<file path="config.mk">
export PLATFORM = sky130hd
export DESIGN_NAME = btn_event
export DESIGN_NICKNAME = d
export VERILOG_FILES = /design/src/rtl/btn_event.sv
export SDC_FILE = /design/constraint.sdc
export NUM_CORES = 1
export LEC_CHECK = 0
export ABC_AREA = 1
export CAP_MARGIN = 20
export CORE_ASPECT_RATIO = 0.8
export CORE_MARGIN = 5
export CORE_UTILIZATION = 53
export DETAILED_ROUTE_END_ITERATION = 10
export GPL_ROUTABILITY_DRIVEN = 0
export PLACE_DENSITY = 0.72
export RECOVER_POWER = 100
export SYNTH_ARGS = -nofsm -noshare
export SYNTH_HDL_FRONTEND = slang
export SYNTH_SLANG_ARGS = --single-unit
</file>
<file path="constraint.sdc">
create_clock -name CLK_1ms -period 5.05 [get_ports CLK_1ms]
set_input_delay 0.505 -clock CLK_1ms [delete_from_list [all_inputs] [get_ports CLK_1ms]]
set_output_delay 0.505 -clock CLK_1ms [all_outputs]
set_load 0.02 [all_outputs]
</file>
<file path="src/rtl/btn_event.sv">
// btn_event: two-button press/release/auto-repeat event generator feeding a 4-deep event FIFO.
module btn_event #(
   parameter int HOLD_MS   = 500,
   parameter int REPEAT_MS = 100
) (
   input  logic       CLK_1ms,
   input  logic       RST,
   input  logic [1:0] BTN,
   input  logic       EVT_ACK,
   output logic       EVT_VALID,
   output logic       EVT_BTN,
   output logic [1:0] EVT_TYPE,
   output logic [1:0] HELD,
   output logic       OVF
);
   localparam logic [1:0] S_IDLE  = 2'd0;
   localparam logic [1:0] S_DELAY = 2'd1;
   localparam logic [1:0] S_RPT   = 2'd2;
   localparam logic [1:0] T_PRESS = 2'd0;
   localparam logic [1:0] T_REL   = 2'd1;
   localparam logic [1:0] T_RPT   = 2'd2;
   localparam logic [9:0] HOLD_END = 10'(HOLD_MS - 1);
   localparam logic [9:0] RPT_END  = 10'(REPEAT_MS - 1);
   logic [1:0] btn_q, rise, fall, ev, hld;
   logic [1:0] st_q [2];
   logic [1:0] st_d [2];
   logic [9:0] tmr_q [2];
   logic [9:0] tmr_d [2];
   logic [1:0] ev_type [2];
   logic [2:0] mem_q [4];
   logic [1:0] wr_q, wr_d, rd_q, rd_d;
   logic [2:0] cnt_q, cnt_d, free;
   logic       ovf_q, ovf_d, pop, acc0, acc1;
   assign rise = BTN & ~btn_q;
   assign fall = ~BTN & btn_q;
   // Any state other than DELAY/RPT behaves as IDLE, so a corrupted encoding self-recovers.
   always_comb begin
      for (int i = 0; i < 2; i++) begin
         st_d[i]    = st_q[i];
         tmr_d[i]   = tmr_q[i] + 10'd1;
         ev[i]      = 1'b0;
         ev_type[i] = T_PRESS;
         hld[i]     = (st_q[i] == S_DELAY) || (st_q[i] == S_RPT);
         if (!hld[i]) begin
            st_d[i]  = rise[i] ? S_DELAY : S_IDLE;
            tmr_d[i] = '0;
            ev[i]    = rise[i];
         end else if (fall[i]) begin
            st_d[i]    = S_IDLE;
            tmr_d[i]   = '0;
            ev[i]      = 1'b1;
            ev_type[i] = T_REL;
         end else if (tmr_q[i] == ((st_q[i] == S_DELAY) ? HOLD_END : RPT_END)) begin
            st_d[i]    = S_RPT;
            tmr_d[i]   = '0;
            ev[i]      = 1'b1;
            ev_type[i] = T_RPT;
         end
      end
   end
   // Button 0 claims free space first; a pop this cycle frees a slot for the pushes.
   always_comb begin
      pop   = EVT_VALID & EVT_ACK;
      free  = 3'd4 - cnt_q + {2'b0, pop};
      acc0  = ev[0] && (free != 3'd0);
      acc1  = ev[1] && (free > {2'b0, acc0});
      wr_d  = wr_q + {1'b0, acc0} + {1'b0, acc1};
      rd_d  = rd_q + {1'b0, pop};
      cnt_d = cnt_q + {2'b0, acc0} + {2'b0, acc1} - {2'b0, pop};
      ovf_d = ovf_q | (ev[0] & ~acc0) | (ev[1] & ~acc1);
   end
   always_ff @(posedge CLK_1ms) begin
      if (RST) begin
         btn_q <= 2'b00;
         st_q  <= '{default: S_IDLE};
         tmr_q <= '{default: 10'd0};
         wr_q  <= 2'd0;
         rd_q  <= 2'd0;
         cnt_q <= 3'd0;
         ovf_q <= 1'b0;
      end else begin
         btn_q <= BTN;
         st_q  <= st_d;
         tmr_q <= tmr_d;
         wr_q  <= wr_d;
         rd_q  <= rd_d;
         cnt_q <= cnt_d;
         ovf_q <= ovf_d;
         if (acc0) mem_q[wr_q] <= {1'b0, ev_type[0]};
         if (acc1) mem_q[wr_q + {1'b0, acc0}] <= {1'b1, ev_type[1]};
      end
   end
   assign EVT_VALID           = ~RST & (cnt_q != 3'd0);
   assign {EVT_BTN, EVT_TYPE} = EVT_VALID ? mem_q[rd_q] : 3'd0;
   assign HELD                = RST ? 2'b00 : hld;
   assign OVF                 = ovf_q;
endmodule

</file>
==> summary.md, run 1 <==
| Metric | Value |
|---|---|
| Share of cells above drive strength 1 | 6.16% |
| Via count | 1,951 |
| Initial antenna violation count | 0 |
| Synth Register Bits | 46 |
| GRT overflow | 0 |
| # diodes | 0 |
| Min Clock Period, post-route | 3.89 ns |
| Synthesized area | 2440 um2 |
| WL final | 4400 um |
| CTS tree | built |
| Post-synthesis cell type count | 29 |
| Via/cell ratio | 4.68 |
| Largest net degree at the start of global routing | 15 |
| Top delay family on crit path | simple AND/OR/NAND/NOR gates |
| Fin util | 59.9% |
| DRT Pass-1 Iters | 4 |
| CTS clk-pin slew, worst paths | 0.08 ns |
| Max-Cap Viols | 0 |
| H-tree Lvls | 2 |
| CTS-repair resized insts | 0 |
| Crit Path Class | in -> reg |
| Critical path required time | 5.06 ns |
| Hold WC Path Type | reg -> reg |
| Synth top area share | 31.2% |
| Core area | 4510 um2 |
| CP cell instances | dlygate4sd3_1 -> inv_1 -> o31ai_1 -> inv_1 -> nand2_1 -> ha_1 -> inv_1 -> ha_1 -> xor2_1 -> nor2_1 -> nand2_1 -> nand2_1 -> inv_1 -> ha_1 -> or2_2 -> nand2_1 -> inv_1 -> nor2_1 -> inv_1 -> nor2_1 -> inv_1 -> nand2_1 |
| Placed Cells | 409 |
| CP Buf/Inv Count | 8 |
| Nets@finish | 373 |
| Hold WS | 0.449 ns |
| Worst-margin pin slew | 0.845 ns |
| Final non-filler cell total | 417 |
| Slowest stage delay, CP | 0.54 ns |
| Worst rel slew slack | 43.7% |
| Setup bufs post-CTS | 0 |
| DR iter-0 viols | 107 |
| Sequential element share of the synthesized area | 41.0% |
| Number of CTS-inserted buffers | 5 |
| CTS Buffer Depth | 2 |
| Initial core utilization | 54.0% |
| Total Routing Usage GR | 16.3% |
| First-pass GRT wire length | 7910 um |
| Port bufs | 11 |
| Drt drc | 0 |
| Die width | 85.8 um |
| Post-Route Skew | 0.00534 ns |
| Syn nets | 357 |
| Pins over their slew limit | 0 |
| Worst IR Drop VDD | 227 uV |
| Setup TNS | 0 ns |
| Area Growth Syn to Fin | 10.8% |
| Clk sink count | 46 |
| I/O pin total | 12 |
| Yosys warning count | 0 |
| Cells after Synth | 340 |
| WP data arrival | 3.90 ns |
| Top post-synthesis cells by area | dfxtp_1 31%, nor2_1 11%, inv_1 10% |
| Kind of start point of the critical path | input pin |
| Final ANT Viol Nets | 0 |
| Crit-path most repeated cell | inv_1 |
| CP max-delay cell | dlygate4sd3_1 |
| Final Cycle Share | 77.1% |
| CTS root buf | clkbuf_8 |
| RSZ-0062 raised after global routing | false |
| Final Hold Viols | 0 |
| Die Y | 70.7 um |
| Leading area contributor after synthesis | dfxtp_1 |
| Full die area | 6070 um2 |
| Clock network latency to the later pin of the worst-skew pair | 0.29 ns |
| Hpwl dp | 3510 um |
| PwrDens | 397 nW/um2 |
| Status | finished clean |
| Hold_buf cts | 0 |
| Final setup vio count | 0 |
| P_leak | 1.19 nW |
| Routed length per instance | 10.5 um |
| CP Capture Type | flop |
| Core Rows | 22 |
| Largest fanout on the critical path | 4 |
| Average size of a mapped cell | 7.17 um2 |
| Maximum clock rate | 257 MHz |
| Vias in the first global route | 1,836 |
[worst register-to-register path, delay by kind of cell (launching register included)]
| family | cells | cell delay, ns |
|---|---|---|
| compound gates | 1 | 0.52 |
| xor+xnor | 1 | 0.14 |
| fa+ha+maj | 3 | 0.51 |
| buf+inv | 6 | 0.46 |
| flops | 1 | 0.36 |
| simple gates | 9 | 1.48 |
[cell usage after synthesis]
master / instances
clkbuf_1: 3
fa_1: 2
nor2_2: 2
nand4_1: 4
inv_1: 66
dfxtp_1: 38
xor2_1: 6
o21ai_2: 1
a21oi_1: 14
nand4_4: 1
nand2_4: 1
nor4_1: 1
o22ai_1: 2
a31oi_1: 2
nor3_1: 7
or2_2: 2
nor2_1: 73
nand2_1: 60
o31ai_1: 1
o21ai_0: 8
nor2_8: 1
o21bai_1: 2
nand3_1: 11
nand2_2: 7
ha_1: 10
xnor2_1: 2
edfxtp_1: 8
nor3b_1: 4
o21ai_1: 1
[worst paths after layout]
kind                           endpoint                  from  slack [ns]  cells past startpoint
hold reg to reg    tmr_q[10]$_SDFF_PP0_  tmr_q[10]$_SDFF_PP0_        0.45                      1
setup / recovery  mem_q[0][0]$_DFFE_PP_                   RST        1.16                     22
hold / removal     tmr_q[10]$_SDFF_PP0_  tmr_q[10]$_SDFF_PP0_        0.45                      1
setup reg to reg  mem_q[0][0]$_DFFE_PP_   cnt_q[2]$_SDFF_PP0_        1.32                     20
[stage by stage]
step / power [W] / instance area (um2) / setup WS, ns
after floorplan: 0.000762 / 2440 / 1.71
after global placement: 0.000853 / 2620 / 1.16
after detailed placement: 0.000863 / 2620 / 1.03
after CTS: 0.00109 / 2710 / 1.34
after global routing: 0.00117 / 2700 / 0.802
final: 0.00107 / 2700 / 1.16
[sequential cells by signal, summed over array words and instances (netlist names)]
signal	flops
cnt_q	3
OVF	1
mem_q	12
rd_q	2
wr_q	2
btn_q	2
tmr_q	20
st_q	4
[cells in the final DEF, fill, tap and decap left out, drive strengths merged]
cell type / Yosys / layout
clkdlybuf4s50: 0 / 3
edfxtp: 8 / 8
nand2: 68 / 68
clkbuf: 3 / 7
o21bai: 2 / 2
fa: 2 / 2
nor2: 76 / 76
nand3: 11 / 11
xnor2: 2 / 2
nor3: 7 / 7
nand4: 5 / 5
a31oi: 2 / 2
clkinv: 0 / 1
o21ai: 10 / 10
o22ai: 2 / 2
xor2: 6 / 6
a21oi: 14 / 14
o31ai: 1 / 1
ha: 10 / 10
or2: 2 / 2
dfxtp: 38 / 38
inv: 66 / 67
dlygate4sd3: 0 / 8
nor3b: 4 / 4
nor4: 1 / 1
[routing by layer]
metal | global-route usage, % | share of wire [%]
met5 | 0 | 0
met2 | 24.1 | 41
met4 | 5.45 | 1.1
met1 | 23.5 | 55
met3 | 3.61 | 3.1
[kinds of logic (layout without fill, tap and decap cells)]
group | Yosys count | after routing | synth area share [%]
flops | 46 | 46 | 41.0
xor+xnor | 8 | 8 | 2.87
simple gates | 174 | 174 | 31.7
compound gates | 31 | 31 | 7.03
buf+inv | 69 | 86 | 10.6
fa+ha+maj | 12 | 12 | 6.77
[power by group]
group | leakage [nW] | total (W) | switching (W) | internal [W]
logic | 0.754 | 0.000373 | 0.000233 | 0.000139
registers | 0.388 | 0.000472 | 0.0000444 | 0.000428
clock network | 0.0515 | 0.000229 | 0.000118 | 0.000110
[final cells by class]
type	count	area [um2]
clock buffer	6	82.6
timing repair buffer	12	114
multi-input combinational	225	1170
fill	417	1810
sequential	46	1000
clock inverter	2	11.3
inverter	66	248
tap	60	75.1
No activity file was read; power rests on OpenSTA's default activity.
==> inputs of run 2 (changes only) <==
PLACE_DENSITY = 0.74   (was 0.72)
clock period = 3.3 ns   (was 5.05 ns; I/O delays follow)
==> summary.md, run 2 (synthesized netlist as in run 1, its figures left out) <==
| Metric | Value |
|---|---|
| Slowest stage delay, CP | 0.48 ns (was 0.54 ns) |
| Most frequent cells in the layout | 71 x nor2_1, 66 x inv_1, 60 x nand2_1 (was 73 x nor2_1, 66 x inv_1, 61 x nand2_1) |
| Total Routing Usage GR | 15.8% (was 16.3%) |
| Largest regs | tmr_q x20, mem_q x12, st_q x4 (unchanged) |
| PwrDens | 632 nW/um2 (was 397 nW/um2) |
| Crit-path most repeated cell | inv_1 (unchanged) |
| Routed length per instance | 10.7 um (was 10.5 um) |
| Hold WC Path Type | reg -> reg (unchanged) |
| CP Buf/Inv Count | 7 (was 8) |
| Final Hold Viols | 0 (unchanged) |
| Die width | 85.8 um (unchanged) |
| Area Growth Syn to Fin | 13.9% (was 10.8%) |
| Clk sink count | 46 (unchanged) |
| Worst-margin pin slew | 0.810 ns (was 0.845 ns) |
| Initial core utilization | 54.0% (unchanged) |
| DRT Pass-1 Iters | 4 (unchanged) |
| I/O pin total | 12 (unchanged) |
| Final Cycle Share | 93.1% |
| Kind of start point of the critical path | input pin (unchanged) |
| H-tree Lvls | 2 (unchanged) |
| WL final | 4540 um (was 4400 um) |
| Maximum clock rate | 326 MHz |
| WP data arrival | 3.24 ns (was 3.90 ns) |
| Hold_buf cts | 0 (unchanged) |
| Hpwl dp | 3550 um (was 3510 um) |
| Reg2reg end | cnt_q[1]$_SDFF_PP0_ (was mem_q[0][0]$_DFFE_PP_) |
| CTS tree | built (unchanged) |
| Hold_sp | tmr_q[10]$_SDFF_PP0_ (unchanged) |
| Pins over their slew limit | 0 (unchanged) |
| Vias in the first global route | 1,739 (was 1,836) |
| GRT overflow | 0 (unchanged) |
| Post-Route Skew | 0.00942 ns (was 0.00534 ns) |
| Highest metal used | met4 (unchanged) |
| # diodes | 0 (unchanged) |
| Hold WS | 0.450 ns (was 0.449 ns) |
| Largest fanout on the critical path | 3 (was 4) |
| Min Clock Period, post-route | 3.07 ns |
| Port bufs | 11 (unchanged) |
| R2R depth | 17 (was 20) |
| Worst rel slew slack | 46.0% (was 43.7%) |
| Worst r2r src | cnt_q[2]$_SDFF_PP0_ (unchanged) |
| Commonest non-fill, non-tap cell in the layout | nor2_1 (unchanged) |
| Final Power | 0.00175 W (was 0.00107 W) |
| CTS root buf | clkbuf_8 (unchanged) |
| Max FFs per register | 20 (unchanged) |
| CP cell instances | clkdlybuf4s50_1 -> inv_1 -> o31ai_2 -> inv_1 -> nand2_1 -> ha_1 -> inv_1 -> ha_1 -> xor2_1 -> nor2_1 -> nand2_1 -> nand2_4 -> buf_4 -> ha_1 -> fa_1 -> inv_1 -> fa_1 -> inv_1 -> nor2_1 (was dlygate4sd3_1 -> inv_1 -> o31ai_1 -> inv_1 -> nand2_1 -> ha_1 -> inv_1 -> ha_1 -> xor2_1 -> nor2_1 -> nand2_1 -> nand2_1 -> inv_1 -> ha_1 -> or2_2 -> nand2_1 -> inv_1 -> nor2_1 -> inv_1 -> nor2_1 -> inv_1 -> nand2_1) |
| Number of CTS-inserted buffers | 5 (unchanged) |
| Via/cell ratio | 4.71 (was 4.68) |
| Worst IR Drop VDD | 323 uV (was 227 uV) |
| Crit Path Class | in -> reg (unchanged) |
| Die Y | 70.7 um (unchanged) |
| Setup TNS | 0 ns (unchanged) |
| Largest net degree at the start of global routing | 15 (unchanged) |
| Multi-input gate area | 1190 um2 (was 1170 um2) |
| Final setup vio count | 0 (unchanged) |
| Nets@finish | 382 (was 373) |
| DR WL met2 | 1860 um (was 1800 um) |
| Via count | 2,006 (was 1,951) |
| Share of cells above drive strength 1 | 9.02% (was 6.16%) |
| Core Rows | 22 (unchanged) |
| First-pass GRT wire length | 7580 um (was 7910 um) |
| Sequential cell area | 1000 um2 (unchanged) |
| DR iter-0 viols | 83 (was 107) |
| R2R Setup Slk | 0.26 ns (was 1.32 ns) |
| Critical path required time | 3.46 ns (was 5.06 ns) |
| Full die area | 6070 um2 (unchanged) |
| Routed met1 length | 2420 um (was 2410 um) |
| CTS Buffer Depth | 2 (unchanged) |
| CP Capture Type | flop (unchanged) |
| Top delay family on crit path | adder cells (was simple AND/OR/NAND/NOR gates) |
| Max-Cap Viols | 0 (unchanged) |
| Final ANT Viol Nets | 0 (unchanged) |
| Drt drc | 0 (unchanged) |
| Biggest register | tmr_q (unchanged) |
| CTS clk-pin slew, worst paths | 0.08 ns (about the same) |
| Met3 wire length | 229 um (was 137 um) |
| Initial antenna violation count | 0 (unchanged) |
| Final-layout fill cell count | 435 (was 417) |
| Core area | 4510 um2 (unchanged) |
| CP max-delay cell | clkdlybuf4s50_1 (was dlygate4sd3_1) |
| Clock network latency to the later pin of the worst-skew pair | 0.30 ns (was 0.29 ns) |
| Status | finished clean (unchanged) |
| Worst Hold Path Cells | 1 (unchanged) |
| Hold Crit Endpoint | tmr_q[10]$_SDFF_PP0_ (unchanged) |
| P_leak | 1.21 nW (was 1.19 nW) |
run 2: stage by stage:
stage	util (%)	instance area (um2)	setup WS (ns)	std cells
floorplan	-	2440	0.0513	340
global placement	59.1	2670	-0.0118	415
detailed placement	59.1	2670	-0.161	415
CTS	61.0	2750	0.157	423
global route	61.5	2780	-0.0458	426
finish	61.5	2780	0.228	426
run 2: area by class of cell:
type	instances	share of cell area (%)
inverters	66	8.92
clock inverters	1	0.225
clock buffers	7	2.75
multi-input cells	225	42.8
flip-flops and latches	46	36.1
repair buffers	21	6.53
well taps	60	2.70
run 2: how the worst max path moves through the flow:
stage	start	to	slack, ns	depth (start not counted)
3_3_place_gp	RST	mem_q[0][1]$_DFFE_PP_	-0.01	22
6_report	RST	cnt_q[1]$_SDFF_PP0_	0.23	19
4_1_cts	cnt_q[1]$_SDFF_PP0_	mem_q[0][1]$_DFFE_PP_	0.16	20
2_1_floorplan	cnt_q[1]$_SDFF_PP0_	mem_q[1][0]$_DFFE_PP_	0.05	20
3_5_place_dp	RST	mem_q[1][1]$_DFFE_PP_	-0.16	22
5_1_grt	cnt_q[0]$_SDFF_PP0_	mem_q[0][1]$_DFFE_PP_	-0.05	20
run 2: layer usage:
metal / vias up / track usage [%]
li1: 1096 / -
met1: 878 / 22.2
met4: 0 / 3.16
met2: 28 / 23.5
met5: - / 0
met3: 4 / 5.36
run 2: power by group:
| group | leakage, nW | switching (W) | internal [W] | total, W |
|---|---|---|---|---|
| logic | 0.777 | 0.000396 | 0.000304 | 0.000700 |
| registers | 0.388 | 0.0000653 | 0.000655 | 0.000720 |
| clock network | 0.0428 | 0.000184 | 0.000151 | 0.000334 |
| total | 1.21 | 0.000645 | 0.00111 | 0.00175 |
run 2: what timing repair did:
item                       4_1_cts  5_1_grt
gates resized for setup          0        2
buffers inserted                 0        3
setup endpoints to repair        0       10
==> inputs of run 3 (changes only) <==
CORE_MARGIN = 3   (was 5)
==> summary.md, run 3 (synthesized netlist as in run 1, its figures left out) <==
| Metric | Value |
|---|---|
| Status | finished clean (unchanged) |
| Critical path required time | 3.32 ns (was 3.46 ns) |
| PwrDens | 649 nW/um2 (was 632 nW/um2) |
| Vias in the first global route | 1,708 (was 1,739) |
| Max-Cap Viols | 0 (unchanged) |
| Core Rows | 21 (was 22) |
| I/O pin total | 12 (unchanged) |
| Placed Cells | 413 (was 415) |
| Total Routing Usage GR | 18.9% (was 15.8%) |
| First-pass GRT wire length | 7590 um (was 7580 um) |
| Port bufs | 11 (unchanged) |
| Post-place setup slack | -0.145 ns (was -0.161 ns) |
| Worst-margin pin slew | 0.864 ns (was 0.810 ns) |
| Worst Hold Path Cells | 1 (unchanged) |
| Final non-filler cell total | 422 (was 426) |
| Worst rel slew slack | 42.4% (was 46.0%) |
| Final setup vio count | 0 (unchanged) |
| Crit Path Class | in -> reg (unchanged) |
| Kind of start point of the critical path | input pin (unchanged) |
| Hold_sp | tmr_q[10]$_SDFF_PP0_ (unchanged) |
| Pins over their slew limit | 0 (unchanged) |
| Via/cell ratio | 4.71 (about the same) |
| Via count | 1,988 (was 2,006) |
| Area Growth Syn to Fin | 14.5% (was 13.9%) |
| GRT overflow | 0 (unchanged) |
| Die Y | 66.7 um (was 70.7 um) |
| Largest regs | tmr_q x20, mem_q x12, st_q x4 (unchanged) |
| Full die area | 5460 um2 (was 6070 um2) |
| Setup ws final | 0.181 ns (was 0.228 ns) |
| Commonest non-fill, non-tap cell in the layout | nor2_1 (unchanged) |
| Worst IR Drop VDD | 431 uV (was 323 uV) |
| P_leak | 1.22 nW (was 1.21 nW) |
| WL final | 4660 um (was 4540 um) |
| CTS Buffer Depth | 2 (unchanged) |
| Min Clock Period, post-route | 3.12 ns (was 3.07 ns) |
| Largest net degree at the start of global routing | 15 (unchanged) |
| Die width | 81.8 um (was 85.8 um) |
| Final Cycle Share | 94.5% (was 93.1%) |
| R2R depth | 20 (was 17) |
| Post-Route Skew | 0.00572 ns (was 0.00942 ns) |
| Largest fanout on the critical path | 3 (unchanged) |
| Biggest register | tmr_q (unchanged) |
| Most frequent cells in the layout | 72 x nor2_1, 66 x inv_1, 60 x nand2_1 (was 71 x nor2_1, 66 x inv_1, 60 x nand2_1) |
| Routed length per instance | 11.0 um (was 10.7 um) |
| Reg2reg end | mem_q[0][1]$_DFFE_PP_ (was cnt_q[1]$_SDFF_PP0_) |
| Hold_buf cts | 0 (unchanged) |
| Drt drc | 0 (unchanged) |
| Share of cells above drive strength 1 | 8.77% (was 9.02%) |
| Clk sink count | 46 (unchanged) |
| Final instance area | 2790 um2 (was 2780 um2) |
| Hold WC Path Type | reg -> reg (unchanged) |
| Maximum clock rate | 321 MHz (was 326 MHz) |
| Nets@finish | 381 (was 382) |
| Initial antenna violation count | 0 (unchanged) |
| Number of CTS-inserted buffers | 5 (unchanged) |
| CP Capture Type | flop (unchanged) |
| CTS root buf | clkbuf_8 (unchanged) |
| DRT Pass-1 Iters | 4 (unchanged) |
| Placed cell areas | 2670 um2 (about the same) |
| # diodes | 0 (unchanged) |
| Final ANT Viol Nets | 0 (unchanged) |
| Final-layout fill cell count | 385 (was 435) |
| R2R Setup Slk | 0.19 ns (was 0.26 ns) |
| Final Hold Viols | 0 (unchanged) |
| Hpwl dp | 3640 um (was 3550 um) |
| H-tree Lvls | 2 (unchanged) |
| Initial core utilization | 56.6% (was 54.0%) |
| Worst r2r src | cnt_q[0]$_SDFF_PP0_ (was cnt_q[2]$_SDFF_PP0_) |
| DR iter-0 viols | 112 (was 83) |
| Final Power | 0.00181 W (was 0.00175 W) |
| Core area | 4310 um2 (was 4510 um2) |
| Max FFs per register | 20 (unchanged) |
| CTS tree | built (unchanged) |
| CTS clk-pin slew, worst paths | 0.08 ns (about the same) |
| WP data arrival | 3.14 ns (was 3.24 ns) |
| Clock network latency to the later pin of the worst-skew pair | 0.29 ns (was 0.30 ns) |
| Hold Crit Endpoint | tmr_q[10]$_SDFF_PP0_ (unchanged) |
run 3: cell types whose count changed in the layout (fill, tap and decap cells not counted):
cell,before,now
clkbuf_1,3,2
inv_4,1,0
clkbuf_16,0,1
nor2_1,71,72
clkbuf_8,5,6
buf_4,9,8
nor2_2,4,3
run 3: worst max path at each step:
stage                                       end  cells past startpoint                start  slack [ns]
after floorplan           mem_q[1][0]$_DFFE_PP_                     20  cnt_q[1]$_SDFF_PP0_        0.05
after global placement    mem_q[1][1]$_DFFE_PP_                     22                  RST      -0.007
after detailed placement  mem_q[1][1]$_DFFE_PP_                     22                  RST       -0.15
after CTS                 mem_q[1][1]$_DFFE_PP_                     20  cnt_q[1]$_SDFF_PP0_        0.17
after global routing      mem_q[0][1]$_DFFE_PP_                     20  cnt_q[0]$_SDFF_PP0_       -0.02
final                     mem_q[0][1]$_DFFE_PP_                     22                  RST        0.18
run 3: through the flow:
step	setup TNS [ns]	hold WS, ns	util [%]
6_report	0	0.451	64.8
5_1_grt	-0.0580	0.481	64.8
4_1_cts	0	0.455	64.6
3_5_place_dp	-0.941	0.437	62.0
3_3_place_gp	-0.0228	0.432	62.0
2_1_floorplan	0	0.418	-
run 3: worst max-delay path: stages:
cell	delay (ns)
clkdlybuf4s50_1	0.47
inv_1	0.06
o31ai_2	0.07
inv_1	0.09
nand2_1	0.09
ha_1	0.14
inv_1	0.04
ha_1	0.18
xor2_1	0.14
nor2_1	0.12
nand2_1	0.13
nand2_4	0.13
inv_1	0.06
ha_1	0.19
or2_2	0.29
nand2_1	0.08
inv_1	0.05
nor2_1	0.07
inv_1	0.05
nor2_1	0.16
inv_1	0.09
nand2_1	0.10
run 3: report_power, final:
part           switching [W]  leakage, nW  total [W]  internal [W]
clock network       0.000178       0.0566   0.000394      0.000216
registers          0.0000674        0.388   0.000722      0.000654
logic               0.000400        0.773   0.000696      0.000296
run 3: final cells by class:
cell class	instances	area, um2	share of cell area (%)
Timing Repair Buffer	20	174	6.23
Tap cell	57	71.3	2.55
Multi-Input combinational cell	225	1190	42.5
Clock buffer	8	111	3.99
Sequential cell	46	1000	35.9
Inverter	66	248	8.87
run 3: routing by layer:
| layer | track usage, % | share of wire, % | vias up |
|---|---|---|---|
| li1 | - | - | 1095 |
| met1 | 28.5 | 55 | 864 |
| met2 | 24.8 | 39 | 25 |
| met3 | 5.81 | 4.8 | 4 |
| met4 | 6.64 | 1.2 | 0 |
| met5 | 0 | 0 | - |
run 3: what timing repair did:
action	4_1_cts	5_1_grt
endpoints found under the hold margin	0	0
setup endpoints to repair	0	8
resized for setup	0	1
setup buffers	0	1
